[src/rtl/pic_inta_sequencer_if.sv]
// CPU-side acknowledge bus of the interrupt controller: INTA strobe in,
// INT request, vector byte and drive enable out.
interface pic_inta_sequencer_if;
  logic       inta_n;
  logic       int_out;
  logic [7:0] data_out;
  logic       data_out_en;
  logic       ack_busy;

  modport master (
    output inta_n,
    input  int_out,
    input  data_out,
    input  data_out_en,
    input  ack_busy
  );

  modport slave (
    input  inta_n,
    output int_out,
    output data_out,
    output data_out_en,
    output ack_busy
  );
endinterface

[src/rtl/pic_inta_sequencer.sv]
// Acknowledge side of an 8259A-style controller: INT/INTA handshake, ISR
// ownership, vector output, EOI handling and priority rotation.
module pic_inta_sequencer #(
  parameter logic [2:0] RESET_ROTATE   = 3'd0,
  parameter logic [2:0] SPURIOUS_LEVEL = 3'd7
) (
  input  logic                    clk,
  input  logic                    rst_n,
  input  logic [7:0]              interrupt,
  input  logic [4:0]              vector_base,
  input  logic                    auto_eoi,
  input  logic                    rotate_on_aeoi,
  input  logic                    nonspec_eoi,
  input  logic                    spec_eoi,
  input  logic [2:0]              eoi_level,
  input  logic                    rotate_on_eoi,
  input  logic                    set_priority,
  input  logic [2:0]              priority_level,
  output logic [7:0]              isr,
  output logic [7:0]              clear_irr,
  output logic [2:0]              priority_rotate,
  output logic [7:0]              highest_level_in_service,
  pic_inta_sequencer_if.slave     cpu
);

  typedef enum logic [1:0] {IDLE, ACK1, WAIT2, ACK2} state_t;

  state_t     state, state_next;
  logic       prev_inta_n;
  logic       fall, rise;
  logic [2:0] level_q, level_next;
  logic       spurious_q, spurious_next;
  logic       int_out_q, int_out_next;
  logic [7:0] data_out_q, data_out_next;
  logic       data_out_en_q, data_out_en_next;
  logic [7:0] isr_next, isr_set, isr_clr;
  logic [7:0] clear_irr_next;
  logic [2:0] rotate_next;
  logic [2:0] eoi_lvl;
  logic       eoi_valid;
  logic       aeoi_rot;
  logic [2:0] scan_idx;
  logic       scan_found;

  function automatic logic [2:0] onehot_to_level(input logic [7:0] v);
    logic [2:0] r;
    r = 3'd0;
    for (int i = 0; i < 8; i++)
      if (v[i]) r = 3'(i);
    return r;
  endfunction

  assign fall = prev_inta_n & ~cpu.inta_n;
  assign rise = ~prev_inta_n & cpu.inta_n;

  // Walk levels starting at the rotation point; the first set ISR bit wins.
  always_comb begin
    highest_level_in_service = 8'h00;
    scan_found = 1'b0;
    scan_idx   = 3'd0;
    for (int i = 0; i < 8; i++) begin
      scan_idx = priority_rotate + 3'(i);
      if (!scan_found && isr[scan_idx]) begin
        highest_level_in_service[scan_idx] = 1'b1;
        scan_found = 1'b1;
      end
    end
  end

  always_comb begin
    state_next       = state;
    level_next       = level_q;
    spurious_next    = spurious_q;
    int_out_next     = 1'b0;
    data_out_next    = data_out_q;
    data_out_en_next = 1'b0;
    clear_irr_next   = 8'h00;
    isr_set          = 8'h00;
    isr_clr          = 8'h00;
    aeoi_rot         = 1'b0;
    eoi_lvl          = 3'd0;
    eoi_valid        = 1'b0;
    rotate_next      = priority_rotate;

    unique case (state)
      IDLE: begin
        int_out_next = |interrupt;
        if (fall) begin
          if (interrupt != 8'h00) begin
            level_next     = onehot_to_level(interrupt);
            spurious_next  = 1'b0;
            isr_set        = interrupt;
            clear_irr_next = interrupt;
          end else begin
            spurious_next  = 1'b1;
          end
          int_out_next = 1'b0;
          state_next   = ACK1;
        end
      end
      ACK1: begin
        if (rise) state_next = WAIT2;
      end
      WAIT2: begin
        if (fall) state_next = ACK2;
      end
      ACK2: begin
        data_out_next    = {vector_base, spurious_q ? SPURIOUS_LEVEL : level_q};
        data_out_en_next = 1'b1;
        if (rise) begin
          data_out_en_next = 1'b0;
          state_next       = IDLE;
          if (auto_eoi && !spurious_q) begin
            isr_clr[level_q] = 1'b1;
            aeoi_rot         = rotate_on_aeoi;
          end
        end
      end
      default: state_next = IDLE;
    endcase

    // Specific EOI takes precedence over non-specific in the same cycle.
    if (spec_eoi) begin
      isr_clr[eoi_level] = 1'b1;
      eoi_lvl   = eoi_level;
      eoi_valid = 1'b1;
    end else if (nonspec_eoi && (highest_level_in_service != 8'h00)) begin
      isr_clr   = isr_clr | highest_level_in_service;
      eoi_lvl   = onehot_to_level(highest_level_in_service);
      eoi_valid = 1'b1;
    end

    isr_next = (isr & ~isr_clr) | isr_set;

    if (aeoi_rot)                   rotate_next = level_q + 3'd1;
    if (eoi_valid && rotate_on_eoi) rotate_next = eoi_lvl + 3'd1;
    if (set_priority)               rotate_next = priority_level + 3'd1;
  end

  always_ff @(posedge clk) begin
    if (!rst_n) begin
      state           <= IDLE;
      prev_inta_n     <= 1'b1;
      level_q         <= 3'd0;
      spurious_q      <= 1'b0;
      int_out_q       <= 1'b0;
      data_out_q      <= 8'h00;
      data_out_en_q   <= 1'b0;
      isr             <= 8'h00;
      clear_irr       <= 8'h00;
      priority_rotate <= RESET_ROTATE;
    end else begin
      state           <= state_next;
      prev_inta_n     <= cpu.inta_n;
      level_q         <= level_next;
      spurious_q      <= spurious_next;
      int_out_q       <= int_out_next;
      data_out_q      <= data_out_next;
      data_out_en_q   <= data_out_en_next;
      isr             <= isr_next;
      clear_irr       <= clear_irr_next;
      priority_rotate <= rotate_next;
    end
  end

  assign cpu.int_out     = int_out_q;
  assign cpu.data_out    = data_out_q;
  assign cpu.data_out_en = data_out_en_q;
  assign cpu.ack_busy    = (state != IDLE);

endmodule

[src/flat_wrapper.sv]
// flat-port wrapper written by rule: the top's interface ports become plain ports
module pic_inta_sequencer_flat 
#(
  parameter logic [2:0] RESET_ROTATE   = 3'd0,
  parameter logic [2:0] SPURIOUS_LEVEL = 3'd7
)
  (clk, rst_n, interrupt, vector_base, auto_eoi, rotate_on_aeoi, nonspec_eoi, spec_eoi, eoi_level, rotate_on_eoi, set_priority, priority_level, isr, clear_irr, priority_rotate, highest_level_in_service, cpu_inta_n, cpu_int_out, cpu_data_out, cpu_data_out_en, cpu_ack_busy);
  pic_inta_sequencer_if cpu_i ();
  input  logic clk;
  input  logic rst_n;
  input  logic [7:0] interrupt;
  input  logic [4:0] vector_base;
  input  logic auto_eoi;
  input  logic rotate_on_aeoi;
  input  logic nonspec_eoi;
  input  logic spec_eoi;
  input  logic [2:0] eoi_level;
  input  logic rotate_on_eoi;
  input  logic set_priority;
  input  logic [2:0] priority_level;
  output logic [7:0] isr;
  output logic [7:0] clear_irr;
  output logic [2:0] priority_rotate;
  output logic [7:0] highest_level_in_service;
  input wire logic [$bits(cpu_i.inta_n)-1:0] cpu_inta_n;
  output wire logic [$bits(cpu_i.int_out)-1:0] cpu_int_out;
  output wire logic [$bits(cpu_i.data_out)-1:0] cpu_data_out;
  output wire logic [$bits(cpu_i.data_out_en)-1:0] cpu_data_out_en;
  output wire logic [$bits(cpu_i.ack_busy)-1:0] cpu_ack_busy;
  assign cpu_i.inta_n = cpu_inta_n;
  assign cpu_int_out = cpu_i.int_out;
  assign cpu_data_out = cpu_i.data_out;
  assign cpu_data_out_en = cpu_i.data_out_en;
  assign cpu_ack_busy = cpu_i.ack_busy;
  pic_inta_sequencer #(.RESET_ROTATE(RESET_ROTATE), .SPURIOUS_LEVEL(SPURIOUS_LEVEL)) u_core (.clk(clk), .rst_n(rst_n), .interrupt(interrupt), .vector_base(vector_base), .auto_eoi(auto_eoi), .rotate_on_aeoi(rotate_on_aeoi), .nonspec_eoi(nonspec_eoi), .spec_eoi(spec_eoi), .eoi_level(eoi_level), .rotate_on_eoi(rotate_on_eoi), .set_priority(set_priority), .priority_level(priority_level), .isr(isr), .clear_irr(clear_irr), .priority_rotate(priority_rotate), .highest_level_in_service(highest_level_in_service), .cpu(cpu_i));
endmodule
[config.mk]
export PLATFORM = sky130hd
export DESIGN_NAME = pic_inta_sequencer_flat
export DESIGN_NICKNAME = d
export VERILOG_FILES = /design/src/rtl/pic_inta_sequencer_if.sv /design/src/rtl/pic_inta_sequencer.sv /design/src/flat_wrapper.sv
export SDC_FILE = /design/constraint.sdc
export NUM_CORES = 1
export LEC_CHECK = 0
export CAP_MARGIN = 25
export CORE_MARGIN = 4
export CORE_UTILIZATION = 25
export CTS_BUF_LIST = sky130_fd_sc_hd__clkbuf_16
export CTS_CLUSTER_DIAMETER = 200
export CTS_CLUSTER_SIZE = 25
export DETAILED_ROUTE_END_ITERATION = 7
export PLACE_DENSITY = 0.49
export REMOVE_ABC_BUFFERS = 1
export SLEW_MARGIN = 20
export SYNTH_ARGS = -nofsm -noshare
export SYNTH_HDL_FRONTEND = slang
export SYNTH_SLANG_ARGS = --single-unit
[constraint.sdc]
create_clock -name clk -period 4.4 [get_ports clk]
set_input_delay 0.66 -clock clk [delete_from_list [all_inputs] [get_ports clk]]
set_output_delay 0.66 -clock clk [all_outputs]
set_load 0.005 [all_outputs]
==> flow_summary.ini, run 1 <==
[global_routing]
grt_pass1_wl_mm = 19.8
overflow = 0
antenna_found_initial = 0
grt_max_degree = 26
groute.usage.overall_pct = 17.0
grt_pass1_vias = 3677

[clock_network]
cts_buffers = 5
cts_htree_levels = 2
insertion_delay_ps = 280
cts_sinks = 36
clk_pin_slew_ps = 60
cts_tree = done
ctsRootBufferMaster = clkbuf_16
clock_path_buffers = 2

[route]
drt_iter0_drc = 234
first_pass_iters = 4
wl_per_cell_um = 19.1
drcViolationCount = 0
via_per_inst = 5.37
drt-total-wl_mm = 12.5
ant_nets = 0
vias = 3515

[synthesis]
avgSynthCellArea_um2 = 8.32
synth_most_common_cell = nor2_1
ys_top_cells_by_count = nor2_1, dfxtp_1, a21oi_1, nand2_1, mux2i_1
synth_top_area_share_pct = 22.3
async_flop_share_pct = 0
synth_compound_area_share_pct = 23.9
ys_seq_area_share_pct = 22.3
synthMuxAreaShare_pct = 16.0
post_synth_inst_count = 389
syn_area_mm2 = 0.00324
ys_ff_latch = 36
yosys.area_share.adder_pct = 4.25
yosysWarnings = 0
synthTopCellsByArea = dfxtp_1, mux4_2, mux2i_1
synth_edf_count = 0
synth_cell_type_count = 75
yosysTopAreaCell = dfxtp_1
synth_xor_area_share_pct = 1.04
synth-simple-area-share_pct = 27.6
ys.flop_type = dfxtp_1
synth_top_family_by_area = simple AND/OR/NAND/NOR gates

[worst_setup_path]
critPathKind = flop to output pin
crit_slowest_cell = mux4_2
cp-start-kind = flop
max_stage_delay_ps = 530
cp_max_fo = 8
crit_path_end_kind = output pin
required_ps = 3740
cpMostUsedCell = buf_4
path_cells = inv_2 -> ha_4 -> buf_12 -> mux4_2 -> mux2i_4 -> o211ai_1 -> nor3_4 -> buf_4 -> a31oi_1 -> a32oi_2 -> buf_4 -> clkdlybuf4s50_1
cp.arrival_ps = 3630

[pwr]
switching_share_pct = 44.3
clockPowerShare_pct = 13.6
power_mw = 2.95
vdd_ir_drop_max_mv = 0.187
p_switching_mw = 1.31
pwr-share-seq_pct = 15.5
intPower_mw = 1.64
p_leak_nw = 1.73
p_comb_share_pct = 70.9
power_density_mw_per_mm2 = 639

[floorplanning]
initial_core_util_pct = 25.5
die_h_um = 122
die-area_mm2 = 0.0148
num_io_pins = 66
row_count = 41
core_mm2 = 0.0127
die_x_um = 122

[run]
maxCapViolCount = 0

[timing]
slew_viol_final = 0
finalWorstSetupSlack_ps = 107
worst-slew-pin-transition_ps = 770
finalSetupViolCount = 0
fmax_mhz = 233
timing.hold.ws_ps = 493
hold_viol = 0
skew_ps = 7.09
min_period_over_period_pct = 97.6
slew_headroom_pct = 48.6
min_period_ps = 4290
setup_tns_ps = 0
rsz0062_at_grt = yes

[layout]
fin_nets = 521
fin_area_mm2 = 0.00462
final_core_util_pct = 36.4
instances_no_fill = 655
area_delta_synth_final_pct = 42.7
drive_above_1_share_pct = 22.8
n_antenna_cell = 0

[place]
dpl.cell_count = 643
hpwl_mm = 9.76
port_buffers = 65
place_area_mm2 = 0.00430
gp_congestion = 0.997
post-place-ws_ps = -112

[min_path]
hold_path.class = flop to flop

[outcome]
status = finished, final reports clean
## kinds of logic (layout without fill, tap and decap cells)
kind of cell,after synthesis,count (layout)
compound gates,101,101
xor+xnor,3,3
mux,37,37
buf+inv,35,129
simple gates,166,166
flops,36,36
fa+ha+maj,11,11
## path summary, 6_finish.rpt
check / startpoint / to / slack (ps) / cells after the start
setup / recovery: u_core.priority_rotate[1] / highest_level_in_service[2] / 110 / 12
hold / removal: u_core.cpu.data_out[6] / u_core.cpu.data_out[6] / 490 / 2
hold reg to reg: u_core.cpu.data_out[6] / u_core.cpu.data_out[6] / 490 / 2
setup reg to reg: u_core.priority_rotate[1] / u_core.priority_rotate[2] / 150 / 17
## cell usage in the layout (no fill, tap or decap), drive strengths merged, types with 4 or more instances in the layout
cell / n
nor3: 12
o2111ai: 7
nand3: 12
a31oi: 4
nand4: 7
and3: 8
a21oi: 26
mux2: 9
o21ai: 14
or2: 10
nor2: 39
dfxtp: 36
mux2i: 18
clkdlybuf4s50: 65
nor4: 4
o211ai: 4
nor2b: 12
ha: 11
o31ai: 5
mux4: 10
clkbuf: 5
nand2: 26
nand2b: 10
a211o: 5
a32oi: 4
and2: 11
inv: 12
buf: 44
## layout make-up
type | instances | area (um^2)
sequential | 36 | 723
tap | 172 | 215
clock inverter | 3 | 42.5
multi-input combinational | 318 | 2460
fill | 1331 | 8060
timing repair buffer | 109 | 1010
inverter | 12 | 45.0
clock buffer | 5 | 125
## registers in the layout, summed over array words and instances, names as in the netlist
register	flops
u_core.clear_irr	8
u_core.cpu.data_out	8
u_core.cpu.data_out_en	1
u_core.cpu.int_out	1
u_core.isr	8
u_core.level_q	3
u_core.prev_inta_n	1
u_core.priority_rotate	3
u_core.spurious_q	1
u_core.state	2
## critical path: cells and delay by family, from the launching register on
family | cells | cell delay (ps)
simple gates | 1 | 350
fa+ha+maj | 1 | 330
compound gates | 3 | 550
buf+inv | 5 | 1090
mux | 2 | 690
flops | 1 | 340
## routing by layer
| layer | GRT usage (%) | wire length (um) | up-vias |
|---|---|---|---|
| met2 | 28.4 | 5880 | 144 |
| met5 | 0 | 0 | - |
| met3 | 2.92 | 822 | 30 |
| met4 | 7.56 | 478 | 0 |
| li1 | - | - | 1659 |
| met1 | 21.5 | 5320 | 1682 |
## power groups by stage
stage / registers [mW] / logic (mW) / clock network, mW
floorplan: 0.482 / 0.990 / 0
global placement: 0.461 / 1.91 / 0
detailed placement: 0.459 / 1.90 / 0
CTS: 0.453 / 1.93 / 0.413
global route: 0.462 / 2.24 / 0.430
finish: 0.457 / 2.09 / 0.402
## what timing repair did
action | CTS | global route
cloned | 0 | 0
endpoints found under the setup margin | 6 | 8
hold buffers | 0 | 0
pin swaps | 1 | 6
setup buffers | 0 | 4
gates resized for setup | 4 | 19
Power figures use the tool's default switching activity.
==> run 2: changes to the inputs <==
Settings changed: ABC_CLOCK_PERIOD_IN_PS set to 4400.
==> results of run 2 <==
No change in the layout: final DEF, timing and power equal those of run 1.
==> variant (flow settings as in run 1) <==
Encoding of `state_t`: now one-hot (4 bits for 4 states).
--- a/src/rtl/pic_inta_sequencer.sv
+++ b/src/rtl/pic_inta_sequencer.sv
@@ -23,7 +23,7 @@
   pic_inta_sequencer_if.slave     cpu
 );
 
-  typedef enum logic [1:0] {IDLE, ACK1, WAIT2, ACK2} state_t;
+  typedef enum logic [3:0] {IDLE = 4'b0001, ACK1 = 4'b0010, WAIT2 = 4'b0100, ACK2 = 4'b1000} state_t;
 
   state_t     state, state_next;
   logic       prev_inta_n;
Check against the original RTL: same outputs for any inputs over 4 cycles, from zero or initial values and one cycle with rst_n low; so few cycles prove little.
==> variant against run 1 <==
Area after synthesis increased by 7.9%. Sequential share of layout area rose by 1.3 points. Worst setup slack better by 0.12 ns. Wire length up 3.6%. Cell count shrank 2.0%. Sequential cell count rose by 2. Non-clock buffer count is 27 lower. Cell area fell by 2.9%.
Power is not compared: it rests on default switching activity, and its combinational part moved more than twofold at a synthesized area within 25%.
==> variant: results <==
[die]
core-area_um2 = 13450

[route]
vias_per_cell = 5.597
detailedRoute.firstPassIterationCount = 5
drt_iter0_markers = 323
vias = 3593
drt-wirelength-per-cell_um = 20.15

[placement]
placement.cell_area_um2 = 4269
gp_congestion = 0.9942
dpl.hpwl_mm = 9.755
placedCellCount = 634

[global_route]
first_pass_grt_wire_length_mm = 19.90
grtUsageTotal_pct = 15.46
via_count_of_the_first_global_routing_pass = 3426
largest_net_degree_at_the_start_of_global_routing = 27

[worst_setup_path]
crit_path_max_fanout = 16

[yosys]
synth_seq_area_share_pct = 21.79
synth_common_cells = "sky130_fd_sc_hd__nand2_1, sky130_fd_sc_hd__dfxtp_1, sky130_fd_sc_hd__nor2_1, sky130_fd_sc_hd__mux2i_1, sky130_fd_sc_hd__nand3_1"
synth_top_cells_by_area = "sky130_fd_sc_hd__dfxtp_1, sky130_fd_sc_hd__mux2i_1, sky130_fd_sc_hd__mux4_2"
post_synth_num_cell_types = 72
post_synth.cell_area_avg_um2 = 8.556

[cts]
clk_transition_reported_paths_ns = 0.06
post_cts.repair.setup_buffers = 0
post_cts_resized = 0
worst_skew_pair.late_latency_ns = 0.28

[status]
outcome = "completed"

[cells_and_area]
fillerInstances = 1456
drive_gt1_share_pct = 15.24
finalNetCount = 500

[timing]
headroom_to_the_max_slew_limit_pct = 43.14
finalClockSkew_ns = 0.008891
[variant: through the flow]
stage | hold WS [ns] | power [W] | setup slack, ns
after global placement | 0.4866 | 0.001126 | 0.3931
after CTS | 0.5069 | 0.001600 | 0.08294
final | 0.5023 | 0.001604 | 0.2254
after floorplan | 0.4952 | 0.0008146 | -0.3459
after global routing | 0.5314 | 0.001678 | 0.08209
after detailed placement | 0.4901 | 0.001120 | 0.3339
[variant: final timing paths]
path	slack, ns	to	startpoint	cells after the start
max	0.23	highest_level_in_service[3]	u_core.priority_rotate[1]	10
min	0.50	u_core.cpu.data_out[2]	u_core.cpu.data_out[2]	1
max reg2reg	0.33	u_core.priority_rotate[2]	u_core.priority_rotate[1]	14
min reg2reg	0.50	u_core.cpu.data_out[2]	u_core.cpu.data_out[2]	1
[variant: area by class of cell]
cell class	instances	area, um^2	share of cell area, %
multi-input cells	327	2489	55.51
repair buffers	82	778.2	17.36
clock buffers	5	125.1	2.791
flip-flops and latches	38	760.7	16.97
clock inverters	3	68.82	1.535
inverters	11	41.29	0.9210
well taps	176	220.2	4.912
[variant: cells by family after synthesis]
kind of cell    count (synthesis)  synth area share, %
fa+ha+maj                       7                2.509
simple gates                  174                27.31
compound gates                101                22.40
buf+inv                        43                7.670
mux                            41                17.31
flops                          38                21.79
xor+xnor                        4                1.004
[variant: power by group]
group / leakage [nW] / total (W) / switching [W] / internal, W
Sequential: 0.310 / 0.000397 / 0.0000352 / 0.000362
Combinational: 1.29 / 0.000732 / 0.000414 / 0.000318
Clock: 0.0940 / 0.000474 / 0.000148 / 0.000326
[variant: metal layers]
metal	part of all wire, %	track usage, %	vias up
met1	42	20.08	1727
met2	47	25.98	174
met5	0	0	-
met3	6.9	2.583	26
met4	3.2	5.300	0
li1	-	-	1666
[variant: worst max-delay path, stage by stage, from the launching register on]
cell                              delay [ns]
sky130_fd_sc_hd__dfxtp_1                0.33
sky130_fd_sc_hd__inv_1                  0.08
sky130_fd_sc_hd__ha_1                   0.44
sky130_fd_sc_hd__mux2i_1                0.28
sky130_fd_sc_hd__mux4_2                 0.27
sky130_fd_sc_hd__a32o_2                 0.43
sky130_fd_sc_hd__nand3_2                0.26
sky130_fd_sc_hd__or2_2                  0.38
sky130_fd_sc_hd__nand2_1                0.10
sky130_fd_sc_hd__buf_4                  0.13
sky130_fd_sc_hd__clkdlybuf4s50_1        0.51
